File: src/rtl/cipu_pkg.sv
// Shared types and default codes for the CIPU stream engine.
// Both channel FSM encodings live here so sub-blocks agree on them.
package cipu_pkg;

    localparam logic [7:0] CIPU_TERM = 8'h24;
    localparam logic [7:0] CIPU_SEP  = 8'h3B;
    localparam logic [7:0] CIPU_LO   = 8'h41;
    localparam logic [7:0] CIPU_HI   = 8'h5A;

    typedef enum logic [1:0] {
        P_IDLE,
        P_COLLECT,
        P_REPLAY,
        P_DONE
    } people_st_e;

    typedef enum logic [2:0] {
        T_IDLE,
        T_PUSH,
        T_POP,
        T_ACK,
        T_DRAIN,
        T_DONE
    } thing_st_e;

endpackage

File: src/rtl/cipu_stream_engine_if.sv
// Character stream bundle between a source/sink and the engine.
// master drives the character inputs, slave is the engine side.
interface cipu_stream_engine_if #(
    parameter int DATA_W = 8,
    parameter int CNT_W  = 4
);

    logic [DATA_W-1:0] people_thing_in;
    logic              ready_fifo;
    logic              ready_lifo;
    logic [DATA_W-1:0] thing_in;
    logic [CNT_W-1:0]  thing_num;
    logic              valid_fifo;
    logic              valid_lifo;
    logic              valid_fifo2;
    logic [DATA_W-1:0] people_thing_out;
    logic [DATA_W-1:0] thing_out;
    logic              done_thing;
    logic              done_fifo;
    logic              done_lifo;
    logic              done_fifo2;
    logic              ovf_people;
    logic              ovf_thing;
    logic              unf_thing;

    modport master (
        output people_thing_in, ready_fifo, ready_lifo,
        output thing_in, thing_num,
        input  valid_fifo, valid_lifo, valid_fifo2,
        input  people_thing_out, thing_out,
        input  done_thing, done_fifo, done_lifo, done_fifo2,
        input  ovf_people, ovf_thing, unf_thing
    );

    modport slave (
        input  people_thing_in, ready_fifo, ready_lifo,
        input  thing_in, thing_num,
        output valid_fifo, valid_lifo, valid_fifo2,
        output people_thing_out, thing_out,
        output done_thing, done_fifo, done_lifo, done_fifo2,
        output ovf_people, ovf_thing, unf_thing
    );

endinterface

File: src/rtl/cipu_dual_stack.sv
// Storage array readable from the top (LIFO pop) or from the bottom
// (FIFO-style drain); live items occupy [bot, top).
module cipu_dual_stack #(
    parameter int  DATA_W = 8,
    parameter int  DEPTH  = 16,
    localparam int CW     = $clog2(DEPTH + 1),
    localparam int AW     = (DEPTH > 1) ? $clog2(DEPTH) : 1
) (
    input  logic              clk,
    input  logic              rst,
    input  logic              push,
    input  logic [DATA_W-1:0] push_data,
    input  logic              pop,
    output logic [DATA_W-1:0] pop_data,
    input  logic              rd,
    output logic [DATA_W-1:0] rd_data,
    output logic              full,
    output logic              empty,
    output logic [CW-1:0]     count
);

    logic [DATA_W-1:0] mem_q [DEPTH];
    logic [CW-1:0]     top_q, top_d;
    logic [CW-1:0]     bot_q, bot_d;
    logic [CW-1:0]     top_m1;
    logic              push_ok, pop_ok, rd_ok;

    assign full    = (top_q == CW'(DEPTH));
    assign empty   = (top_q == bot_q);
    assign count   = top_q - bot_q;
    assign top_m1  = top_q - CW'(1);
    assign push_ok = push & ~full;
    assign pop_ok  = pop & ~empty;
    assign rd_ok   = rd & ~empty;

    assign pop_data = mem_q[top_m1[AW-1:0]];
    assign rd_data  = mem_q[bot_q[AW-1:0]];

    always_comb begin
        top_d = top_q;
        bot_d = bot_q;
        if (push_ok) begin
            top_d = top_q + CW'(1);
        end else if (pop_ok) begin
            top_d = top_m1;
        end else if (rd_ok) begin
            // reading the last item rewinds both pointers
            if (bot_q + CW'(1) == top_q) begin
                top_d = '0;
                bot_d = '0;
            end else begin
                bot_d = bot_q + CW'(1);
            end
        end
    end

    always_ff @(posedge clk) begin
        if (rst) begin
            top_q <= '0;
            bot_q <= '0;
        end else begin
            top_q <= top_d;
            bot_q <= bot_d;
        end
    end

    always_ff @(posedge clk) begin
        if (push_ok) begin
            mem_q[top_q[AW-1:0]] <= push_data;
        end
    end

endmodule

File: src/rtl/cipu_stream_engine.sv
// Two-channel passenger/cargo stream engine: people replay in arrival
// order, cargo pops top-first per separator and drains bottom-first.
module cipu_stream_engine
    import cipu_pkg::*;
#(
    parameter int              DATA_W       = 8,
    parameter int              PEOPLE_DEPTH = 16,
    parameter int              THING_DEPTH  = 32,
    parameter int              CNT_W        = 4,
    parameter logic [DATA_W-1:0] TERM       = DATA_W'(CIPU_TERM),
    parameter logic [DATA_W-1:0] SEP        = DATA_W'(CIPU_SEP),
    parameter logic [DATA_W-1:0] LO_CHAR    = DATA_W'(CIPU_LO),
    parameter logic [DATA_W-1:0] HI_CHAR    = DATA_W'(CIPU_HI)
) (
    input logic                 clk,
    input logic                 rst,
    cipu_stream_engine_if.slave io
);

    localparam int PCW   = $clog2(PEOPLE_DEPTH + 1);
    localparam int TCW   = $clog2(THING_DEPTH + 1);
    localparam int CMP_W = (TCW > CNT_W) ? TCW : CNT_W;

    people_st_e        p_st_q, p_st_d;
    logic              valid_fifo_q, valid_fifo_d;
    logic [DATA_W-1:0] pout_q, pout_d;
    logic              done_fifo_q, done_fifo_d;
    logic              ovf_people_q, ovf_people_d;
    logic              p_push, p_rd, p_full, p_empty;
    logic [DATA_W-1:0] p_rd_data, p_pop_data;
    logic [PCW-1:0]    p_count;
    logic              p_unused;

    assign p_unused = ^{p_pop_data, p_count};

    cipu_dual_stack #(
        .DATA_W(DATA_W),
        .DEPTH (PEOPLE_DEPTH)
    ) u_people (
        .clk      (clk),
        .rst      (rst),
        .push     (p_push),
        .push_data(io.people_thing_in),
        .pop      (1'b0),
        .pop_data (p_pop_data),
        .rd       (p_rd),
        .rd_data  (p_rd_data),
        .full     (p_full),
        .empty    (p_empty),
        .count    (p_count)
    );

    always_comb begin
        p_st_d       = p_st_q;
        valid_fifo_d = 1'b0;
        pout_d       = pout_q;
        done_fifo_d  = done_fifo_q;
        ovf_people_d = ovf_people_q;
        p_push       = 1'b0;
        p_rd         = 1'b0;
        unique case (p_st_q)
            P_IDLE: begin
                if (io.ready_fifo) p_st_d = P_COLLECT;
            end
            P_COLLECT: begin
                if (io.people_thing_in == TERM) begin
                    p_st_d = P_REPLAY;
                end else if (io.people_thing_in >= LO_CHAR &&
                             io.people_thing_in <= HI_CHAR) begin
                    if (p_full) ovf_people_d = 1'b1;
                    else        p_push       = 1'b1;
                end
            end
            P_REPLAY: begin
                if (!p_empty) begin
                    p_rd         = 1'b1;
                    valid_fifo_d = 1'b1;
                    pout_d       = p_rd_data;
                end else begin
                    done_fifo_d = 1'b1;
                    p_st_d      = P_DONE;
                end
            end
            P_DONE: ;
        endcase
    end

    always_ff @(posedge clk) begin
        if (rst) begin
            p_st_q       <= P_IDLE;
            valid_fifo_q <= 1'b0;
            pout_q       <= '0;
            done_fifo_q  <= 1'b0;
            ovf_people_q <= 1'b0;
        end else begin
            p_st_q       <= p_st_d;
            valid_fifo_q <= valid_fifo_d;
            pout_q       <= pout_d;
            done_fifo_q  <= done_fifo_d;
            ovf_people_q <= ovf_people_d;
        end
    end

    thing_st_e         t_st_q, t_st_d;
    logic [CNT_W-1:0]  pcnt_q, pcnt_d;
    logic              valid_lifo_q, valid_lifo_d;
    logic              valid_fifo2_q, valid_fifo2_d;
    logic [DATA_W-1:0] tout_q, tout_d;
    logic              done_thing_q, done_thing_d;
    logic              done_lifo_q, done_lifo_d;
    logic              done_fifo2_q, done_fifo2_d;
    logic              ovf_thing_q, ovf_thing_d;
    logic              unf_thing_q, unf_thing_d;
    logic              t_push, t_pop, t_rd, t_full, t_empty;
    logic [DATA_W-1:0] t_pop_data, t_rd_data;
    logic [TCW-1:0]    t_count;
    logic [CMP_W-1:0]  num_ext, cnt_ext, k_ext;

    assign num_ext = CMP_W'(io.thing_num);
    assign cnt_ext = CMP_W'(t_count);
    assign k_ext   = (num_ext > cnt_ext) ? cnt_ext : num_ext;

    cipu_dual_stack #(
        .DATA_W(DATA_W),
        .DEPTH (THING_DEPTH)
    ) u_thing (
        .clk      (clk),
        .rst      (rst),
        .push     (t_push),
        .push_data(io.thing_in),
        .pop      (t_pop),
        .pop_data (t_pop_data),
        .rd       (t_rd),
        .rd_data  (t_rd_data),
        .full     (t_full),
        .empty    (t_empty),
        .count    (t_count)
    );

    always_comb begin
        t_st_d        = t_st_q;
        pcnt_d        = pcnt_q;
        valid_lifo_d  = 1'b0;
        valid_fifo2_d = 1'b0;
        tout_d        = tout_q;
        done_thing_d  = 1'b0;
        done_lifo_d   = done_lifo_q;
        done_fifo2_d  = done_fifo2_q;
        ovf_thing_d   = ovf_thing_q;
        unf_thing_d   = unf_thing_q;
        t_push        = 1'b0;
        t_pop         = 1'b0;
        t_rd          = 1'b0;
        unique case (t_st_q)
            T_IDLE: begin
                if (io.ready_lifo) t_st_d = T_PUSH;
            end
            T_PUSH: begin
                if (io.thing_in == SEP) begin
                    if (num_ext > cnt_ext) unf_thing_d = 1'b1;
                    pcnt_d = CNT_W'(k_ext);
                    t_st_d = (k_ext == '0) ? T_ACK : T_POP;
                end else if (io.thing_in == TERM) begin
                    done_lifo_d = 1'b1;
                    t_st_d      = T_DRAIN;
                end else if (t_full) begin
                    ovf_thing_d = 1'b1;
                end else begin
                    t_push = 1'b1;
                end
            end
            T_POP: begin
                t_pop        = 1'b1;
                valid_lifo_d = 1'b1;
                tout_d       = t_pop_data;
                pcnt_d       = pcnt_q - CNT_W'(1);
                if (pcnt_q == CNT_W'(1)) t_st_d = T_ACK;
            end
            T_ACK: begin
                // the source swaps its token while this pulse is up
                done_thing_d = 1'b1;
                t_st_d       = T_PUSH;
            end
            T_DRAIN: begin
                if (!t_empty) begin
                    t_rd          = 1'b1;
                    valid_fifo2_d = 1'b1;
                    tout_d        = t_rd_data;
                end else begin
                    done_fifo2_d = 1'b1;
                    t_st_d       = T_DONE;
                end
            end
            T_DONE: ;
            default: t_st_d = T_IDLE;
        endcase
    end

    always_ff @(posedge clk) begin
        if (rst) begin
            t_st_q        <= T_IDLE;
            pcnt_q        <= '0;
            valid_lifo_q  <= 1'b0;
            valid_fifo2_q <= 1'b0;
            tout_q        <= '0;
            done_thing_q  <= 1'b0;
            done_lifo_q   <= 1'b0;
            done_fifo2_q  <= 1'b0;
            ovf_thing_q   <= 1'b0;
            unf_thing_q   <= 1'b0;
        end else begin
            t_st_q        <= t_st_d;
            pcnt_q        <= pcnt_d;
            valid_lifo_q  <= valid_lifo_d;
            valid_fifo2_q <= valid_fifo2_d;
            tout_q        <= tout_d;
            done_thing_q  <= done_thing_d;
            done_lifo_q   <= done_lifo_d;
            done_fifo2_q  <= done_fifo2_d;
            ovf_thing_q   <= ovf_thing_d;
            unf_thing_q   <= unf_thing_d;
        end
    end

    assign io.valid_fifo       = valid_fifo_q;
    assign io.people_thing_out = pout_q;
    assign io.done_fifo        = done_fifo_q;
    assign io.ovf_people       = ovf_people_q;
    assign io.valid_lifo       = valid_lifo_q;
    assign io.valid_fifo2      = valid_fifo2_q;
    assign io.thing_out        = tout_q;
    assign io.done_thing       = done_thing_q;
    assign io.done_lifo        = done_lifo_q;
    assign io.done_fifo2       = done_fifo2_q;
    assign io.ovf_thing        = ovf_thing_q;
    assign io.unf_thing        = unf_thing_q;

endmodule
File: src/flat_wrapper.sv
// flat-port wrapper written by rule: the top's interface ports become plain ports
module cipu_stream_engine_flat import cipu_pkg::*;
#(
    parameter int              DATA_W       = 8,
    parameter int              PEOPLE_DEPTH = 16,
    parameter int              THING_DEPTH  = 32,
    parameter int              CNT_W        = 4,
    parameter logic [DATA_W-1:0] TERM       = DATA_W'(CIPU_TERM),
    parameter logic [DATA_W-1:0] SEP        = DATA_W'(CIPU_SEP),
    parameter logic [DATA_W-1:0] LO_CHAR    = DATA_W'(CIPU_LO),
    parameter logic [DATA_W-1:0] HI_CHAR    = DATA_W'(CIPU_HI)
)
  (clk, rst, io_people_thing_in, io_ready_fifo, io_ready_lifo, io_thing_in, io_thing_num, io_valid_fifo, io_valid_lifo, io_valid_fifo2, io_people_thing_out, io_thing_out, io_done_thing, io_done_fifo, io_done_lifo, io_done_fifo2, io_ovf_people, io_ovf_thing, io_unf_thing);
  cipu_stream_engine_if #(.DATA_W(DATA_W), .CNT_W(CNT_W)) io_i ();
  input logic clk;
  input logic rst;
  input wire logic [$bits(io_i.people_thing_in)-1:0] io_people_thing_in;
  input wire logic [$bits(io_i.ready_fifo)-1:0] io_ready_fifo;
  input wire logic [$bits(io_i.ready_lifo)-1:0] io_ready_lifo;
  input wire logic [$bits(io_i.thing_in)-1:0] io_thing_in;
  input wire logic [$bits(io_i.thing_num)-1:0] io_thing_num;
  output wire logic [$bits(io_i.valid_fifo)-1:0] io_valid_fifo;
  output wire logic [$bits(io_i.valid_lifo)-1:0] io_valid_lifo;
  output wire logic [$bits(io_i.valid_fifo2)-1:0] io_valid_fifo2;
  output wire logic [$bits(io_i.people_thing_out)-1:0] io_people_thing_out;
  output wire logic [$bits(io_i.thing_out)-1:0] io_thing_out;
  output wire logic [$bits(io_i.done_thing)-1:0] io_done_thing;
  output wire logic [$bits(io_i.done_fifo)-1:0] io_done_fifo;
  output wire logic [$bits(io_i.done_lifo)-1:0] io_done_lifo;
  output wire logic [$bits(io_i.done_fifo2)-1:0] io_done_fifo2;
  output wire logic [$bits(io_i.ovf_people)-1:0] io_ovf_people;
  output wire logic [$bits(io_i.ovf_thing)-1:0] io_ovf_thing;
  output wire logic [$bits(io_i.unf_thing)-1:0] io_unf_thing;
  assign io_i.people_thing_in = io_people_thing_in;
  assign io_i.ready_fifo = io_ready_fifo;
  assign io_i.ready_lifo = io_ready_lifo;
  assign io_i.thing_in = io_thing_in;
  assign io_i.thing_num = io_thing_num;
  assign io_valid_fifo = io_i.valid_fifo;
  assign io_valid_lifo = io_i.valid_lifo;
  assign io_valid_fifo2 = io_i.valid_fifo2;
  assign io_people_thing_out = io_i.people_thing_out;
  assign io_thing_out = io_i.thing_out;
  assign io_done_thing = io_i.done_thing;
  assign io_done_fifo = io_i.done_fifo;
  assign io_done_lifo = io_i.done_lifo;
  assign io_done_fifo2 = io_i.done_fifo2;
  assign io_ovf_people = io_i.ovf_people;
  assign io_ovf_thing = io_i.ovf_thing;
  assign io_unf_thing = io_i.unf_thing;
  cipu_stream_engine #(.DATA_W(DATA_W), .PEOPLE_DEPTH(PEOPLE_DEPTH), .THING_DEPTH(THING_DEPTH), .CNT_W(CNT_W), .TERM(TERM), .SEP(SEP), .LO_CHAR(LO_CHAR), .HI_CHAR(HI_CHAR)) u_core (.clk(clk), .rst(rst), .io(io_i));
endmodule
File: config.mk
export PLATFORM = sky130hd
export DESIGN_NAME = cipu_stream_engine_flat
export DESIGN_NICKNAME = d
export VERILOG_FILES = /design/src/rtl/cipu_pkg.sv /design/src/rtl/cipu_stream_engine_if.sv /design/src/rtl/cipu_dual_stack.sv /design/src/rtl/cipu_stream_engine.sv /design/src/flat_wrapper.sv
export SDC_FILE = /design/constraint.sdc
export NUM_CORES = 1
export LEC_CHECK = 0
export BUFFER_PORTS_ARGS = -buffer_cell sky130_fd_sc_hd__buf_2
export CELL_PAD_IN_SITES_DETAIL_PLACEMENT = 2
export CELL_PAD_IN_SITES_GLOBAL_PLACEMENT = 2
export CORE_MARGIN = 3
export CORE_UTILIZATION = 49
export CTS_CLUSTER_DIAMETER = 50
export DETAILED_ROUTE_END_ITERATION = 16
export GPL_TIMING_DRIVEN = 0
export PLACE_DENSITY = 0.78
export SLEW_MARGIN = 10
export SYNTH_ARGS = -nofsm -noshare
export SYNTH_HDL_FRONTEND = slang
export SYNTH_HIERARCHICAL = 1
export SYNTH_SLANG_ARGS = --single-unit
File: constraint.sdc
create_clock -name clk -period 10.1 [get_ports clk]
set_input_delay 1.01 -clock clk [delete_from_list [all_inputs] [get_ports clk]]
set_output_delay 1.01 -clock clk [all_outputs]
set_load 0.01 [all_outputs]
### After elaboration in Yosys (flattened, before gate mapping)

Memories as Yosys holds them, arrays and structs flattened. A register that Yosys moved wholly into a read port is not among the register bits.
Cells that the tools add are included.

| word-level totals | value |
|---|---|
| flip-flop bits (word level) | 49 |
| bits in latches | 0 |
| memory bits (writable) | 384 |
| bits in read-only memories | 0 |
| input port bits | 24 |
| output and inout bits | 26 |
| word-level logic and storage cells | 143 |
| memories kept | 2 |

Memory list:

| name | depth | bits a word | rd ports | clocked after memory_dff | write ports | line | RTL |
|---|---|---|---|---|---|---|---|
| u_core.u_thing.mem_q | 32 | 8 | 2 | 1 | 1 | cipu_dual_stack.sv:22 | `logic [DATA_W-1:0] mem_q [DEPTH];` |
| u_core.u_people.mem_q | 16 | 8 | 1 | 1 | 1 | cipu_dual_stack.sv:22 |  |

| cells by class | value |
|---|---|
| add/sub/neg operators | 7 |
| multipliers | 0 |
| div/mod/pow operators | 0 |
| magnitude comparators | 3 |
| eq/ne operators | 26 |
| shift-type cells | 0 |
| mux-type cells | 45 |
| bitwise logic cells | 16 |
| reduce and logical (&&, ||, !) cells | 26 |

Operator list:

| operator | number |
|---|---|
| $mux 6 | 6 |
| $mux 5 | 6 |
| $eq 8x6->1 const B | 3 |
| $mux 1 | 19 |
| $pmux 3 s6 | 1 |
| $pmux 8 s2 | 1 |
| $reduce_and 2->1 | 8 |
| $mux 3 | 5 |
| $add 6x1->6 const B | 2 |
| $eq 6x6->1 | 2 |
| $reduce_and 4->1 | 3 |
| $not 1->1 | 11 |
| $add 5x1->5 const B | 2 |
| $eq 5x5->1 | 2 |
| $ne 2x1->1 const B | 5 |
| $reduce_and 3->1 | 3 |
| $reduce_bool 3->1 | 3 |
| $ge 8x7->1 const B | 1 |
| $le 8x7->1 const B | 1 |
| $mux 8 | 1 |
| $pmux 4 s2 | 1 |
| $reduce_bool 2->1 | 4 |
| $eq 3x2->1 const B | 2 |
| $eq 3x3->1 const B | 2 |
| other kinds (21) | 29 |

### Depth between registers and ports, before layout

| depth | value |
|---|---|
| depth after elaboration | 10 |
| gate-level depth with buffers | 16 |
| depth with buffers taken out | 13 |

### By module

Netlist, hierarchy kept.

Modules (own cells, without submodules):

| module | instances | cells each | area an instance (um2) | seq. area each (um2) |
|---|---|---|---|---|
| cipu_dual_stack at u_core.u_thing | 1 | 671 | 13,126.3 | 8,027.7 |
| cipu_dual_stack at u_core.u_people | 1 | 402 | 7,104.3 | 4,124.0 |
| cipu_stream_engine | 1 | 227 | 1,835.5 | 700.7 |

### Worst setup path after synthesis

No wires, ideal clock.

| timing | value |
|---|---|
| kind | input port to flip-flop |
| from | in io_thing_in[2] |
| to | mem u_core.u_thing.mem_q[15][0] (enable) |
| library setup time | 386 ps |
| arrival time | 3,384 ps |
| data required time | 9,714 ps |
| slack | 6,330 ps |
| stages on the path | 9 |
| buffers on the path | 1 |
| cells stage by stage | nand4b_1 > o22ai_1 > a21oi_1 > nor2b_1 > clkbuf_1 > inv_1 > a31oi_1 > nand2_1 > nor3_1 |

| on the way | value |
|---|---|
| word-level cells in the longest chain between the ends | 7 |
| elaborated cells on any way between the ends | 8 |
| those cells by class | eq/ne (2); mux (5); bitwise (1) |

Ends and longest elaborated chain:

| item | line | RTL |
|---|---|---|
| start: declaration | flat_wrapper.sv:20 | `input wire logic [$bits(io_i.thing_in)-1:0] io_thing_in;` |
| $eq 8x6->1 | cipu_stream_engine.sv:163 | `end else if (io.thing_in == TERM) begin` |
| $mux 1 | cipu_stream_engine.sv:163 |  |
| $mux 1 (*) | cipu_stream_engine.sv:159 | `if (io.thing_in == SEP) begin` |
| $mux 1 (*) | cipu_stream_engine.sv:154 | `unique case (t_st_q)` |
| via u_core.t_push | cipu_stream_engine.sv:114 | `logic t_push, t_pop, t_rd, t_full, t_empty;` |
| $and 1x1->1 (*) | cipu_dual_stack.sv:32 | `assign push_ok = push & ~full;` |
| $mux 1 (*) | cipu_dual_stack.sv:68 | `if (push_ok) begin` |
| $mux 1 (implied by the code) (*) | cipu_dual_stack.sv:69 | `mem_q[top_q[AW-1:0]] <= push_data;` |
| end: declaration | cipu_dual_stack.sv:22 |  |

The timed path passes the listed nets; every way through them passes the cells marked *.

### Worst setup path in the final report

| timing | value |
|---|---|
| from | reg u_core.u_thing.top_q[0] |
| to | mem u_core.u_thing.mem_q[11][6] (enable) |

| on the way | value |
|---|---|
| word-level cells in the longest chain between the ends | 8 |
| elaborated cells on any way between the ends | 9 |
| those cells by class | eq/ne (1); mux (6); bitwise (2) |

Ends and longest elaborated chain:

| item | line | RTL |
|---|---|---|
| start: declaration | cipu_dual_stack.sv:23 | `logic [CW-1:0] top_q, top_d;` |
| start signal: assignment | cipu_dual_stack.sv:62 | `top_q <= top_d;` |
| $eq 6x6->1 | cipu_dual_stack.sv:28 | `assign full = (top_q == CW'(DEPTH));` |
| via u_core.t_full | cipu_stream_engine.sv:114 |  |
| $mux 1 | cipu_stream_engine.sv:166 | `end else if (t_full) begin` |
| $mux 1 | cipu_stream_engine.sv:163 |  |
| $mux 1 | cipu_stream_engine.sv:159 |  |
| $mux 1 | cipu_stream_engine.sv:154 |  |
| via u_core.t_push | cipu_stream_engine.sv:114 |  |
| $and 1x1->1 | cipu_dual_stack.sv:32 |  |
| $mux 1 | cipu_dual_stack.sv:68 |  |
| $mux 1 (implied by the code) | cipu_dual_stack.sv:69 |  |

The timed path passes the listed nets, and every way through them passes these cells.

==> metrics.md <==
| Metric | Value |
|---|---|
| H-tree depth | 2 |
| Antenna diode count | 0 |
| Lkg Pwr | around 7.6 nW |
| Area taken by multi-input logic gates | 7670 µm² |
| Relative slew slack | between 20% and 30% |
| Remaining Overflow, GRT | 0 |
| Syn avg cell area | between 15 and 20 µm² |
| Die width | between 200 and 250 µm |
| Sw Share | a little under a third |
| Sequential Power Share | between 30 and 40% |
| Clock Sinks | 450 |
| Area delta synth->final | 13.0% |
| First-pass GRT wire length | between 90000 and 100000 µm |
| DR vias/cell | roughly 6.7 |
| Total core area | 42100 µm² |
| Worst-path maximum fanout | 10 |
| DRC errors left | 0 |
| Setup crit end kind | flop |
| Sw power | 0.00167 W |
| Maximum root-to-sink buffer count | 3 |
| Clk_skew | between 20 and 30 ps |
| Iteration-0 DRC Markers | 1338 |
| Actual slew at the worst max-slew pin | approximately 1200 ps |
| Post-synth design cell area | about 21000 µm² |
| Area post-placement | between 20000 and 25000 µm² |
| Max-slew violations | 0 |
| CTS buffer count | around 50 |
| Final WL | a little under 70000 µm |
| Router iterations before antenna repair | 5 |
| Startpoint Class | flop |
| RSZ-0062 raised after global routing | false |
| Combinational share of power | 26.2% |
| Worst EP arrival | 5870 ps |
| Total Neg Setup Slack | 0 ps |
| Layout Nets | around 1400 |
| Clock Pin Slew Worst Setup and Hold Paths | 60 ps |
| Setup bufs post-CTS | 0 |
| TritonCTS clock tree | done |
| F_max | approximately 180 MHz |
| Clock group share of total power | about a third |
| Ports | 50 |
| FF/Latch Area | 12900 µm² |
| CP required | ~10000 ps |
| Filler cells | around 3600 |
| Row cnt | 75 |
| CTS root buf | clkbuf_16 |
| Period utilisation layout | 56.0% |
| Critical path cell sequence | buf_2 > clkbuf_1 > inv_1 > ha_1 > nand2_1 > nor2_1 > nor2b_1 > clkbuf_1 > inv_1 > a31oi_1 > nand2_1 > nor3_2 |
| Final setup vio count | 0 |
| Post-DRT Antenna Nets | 0 |
| Final non-filler cell area | ~24000 µm² |
| Wire per inst | roughly 35 µm |
| Largest stage delay, worst path | 940 ps |
| Status | finished, final reports clean |
| Initial antenna violation count | 0 |
| Vias in the first global route | around 14000 |
| Pin count of the biggest net entering global routing | 36 |
| Die Span Y | between 200 and 250 µm |
| Crit-path slowest cell | nor3_2 |
| Int Pwr | approximately 0.0038 W |
| Die area | 45400 µm² |
| Post-DP HPWL | between 40000 and 50000 µm |
| Final Hold Fails | 0 |
| Effective utilization at floorplan | approximately half |
| Peak supply drop | roughly 0.00014 V |
| Hold Buf Count CTS | 0 |
| Final GP Congestion | around 0.87 |
| Yosys warning count | 6 |
| Total of max-cap violations | 0 |
| Setup CP Type | flop to flop |
| Mapped Cells | between 1000 and 1500 |
| CTS resizes | 0 |
| Fin crit period | ~5700 ps |
| Share of cells above drive strength 1 | approximately 29% |
| Worst-Skew Late Latency | 610 ps |
| Power density cells | approximately 230 nW/µm² |
| HP Class | flop to flop |
| Routed via count | between 10000 and 15000 |
| Tot GR Track Use | 30.2% |
| Port Buf Inserts | 49 |
[routing by layer]
| layer | part of all wire [%] | track usage [%] | vias to the layer above |
|---|---|---|---|
| met2 | 50 | 51.2 | 597 |
| met3 | 7.1 | 5.51 | 114 |
| met4 | 2.8 | 8.95 | 0 |
| met5 | 0 | 0 | - |
| li1 | - | - | 5198 |
| met1 | 40 | 40.1 | 6899 |
[stage by stage]
stage	hold WS, ps	util, %	setup slack, ps	power, W	cells
2_1_floorplan	470	-	6330	0.00306	1222
3_3_place_gp	441	52.1	4050	0.00347	1810
3_5_place_dp	462	52.2	3860	0.00353	1812
4_1_cts	482	56.3	4130	0.00546	1908
5_1_grt	507	56.4	4260	0.00563	1908
6_report	473	56.4	4440	0.00546	1908
[power by group through the flow]
stage               Clock [W]  Sequential (W)  Combinational, W
floorplan                   0         0.00214          0.000926
global placement            0         0.00214           0.00133
detailed placement          0         0.00215           0.00138
CTS                   0.00194         0.00211           0.00141
global route          0.00201         0.00212           0.00150
finish                0.00192         0.00211           0.00143
[layout by cell type, fill, tap and decap left out, types with 5 or more instances in the layout]
cell,n
o21ai_0,10
dfxtp_1,66
nor2_1,73
bufinv_16,6
buf_2,80
clkinv_2,7
or3_1,6
a21oi_1,43
ha_1,31
xor2_1,5
and3_1,9
edfxtp_1,384
buf_4,8
nor3_1,17
nand2_1,65
mux4_1,28
mux4_2,172
a311oi_1,8
clkbuf_1,43
inv_1,31
clkbuf_16,51
nor3_2,12
nand3_1,22
xnor2_1,15
nand2b_1,14
mux2_2,16
o31ai_1,7
o22ai_1,9
buf_1,6
clkbuf_8,5
[final timing paths]
kind              slack [ps]  depth (start not counted)                           to                    start
hold reg to reg          470                          2          u_core/io.done_fifo      u_core/io.done_fifo
hold / removal           470                          2          u_core/io.done_fifo      u_core/io.done_fifo
setup / recovery        4440                         12  u_core/u_thing/mem_q[11][6]  u_core/u_thing/top_q[0]
setup reg to reg        4440                         12  u_core/u_thing/mem_q[11][6]  u_core/u_thing/top_q[0]
[cell type report]
class / instances / area share [%]
Sequential cell: 450 / 54.1
Multi-Input combinational cell: 658 / 32.3
Clock buffer: 70 / 5.88
Tap cell: 539 / 2.84
Buffer: 79 / 1.78
Clock inverter: 26 / 1.45
Timing Repair Buffer: 51 / 1.10
Inverter: 35 / 0.553
[flip-flops by register name, indices dropped and copies added, names as in the netlist, named ones only]
register	count
u_core/pcnt_q	4
u_core/p_st_q	2
u_core/u_thing/top_q	6
u_core/u_people/top_q	5
u_core/t_st_q	3
u_core/io.ovf_thing	1
u_core/io.valid_lifo	1
u_core/io.done_fifo	1
u_core/u_thing/bot_q	6
u_core/io.thing_out	8
u_core/io.valid_fifo	1
u_core/u_people/bot_q	5
u_core/io.people_thing_out	8
u_core/u_thing/mem_q	256
u_core/io.ovf_people	1
u_core/io.valid_fifo2	1
u_core/io.done_lifo	1
u_core/io.unf_thing	1
u_core/u_people/mem_q	128
u_core/io.done_thing	1
u_core/io.done_fifo2	1
[worst max-delay path: cells and delay by family, from the launching register on]
kind | cells | cell delay (ps)
flops | 1 | 380
compound gates | 1 | 710
buf+inv | 5 | 1780
simple gates | 5 | 2010
fa+ha+maj | 1 | 360
Power figures use the tool's default switching activity.
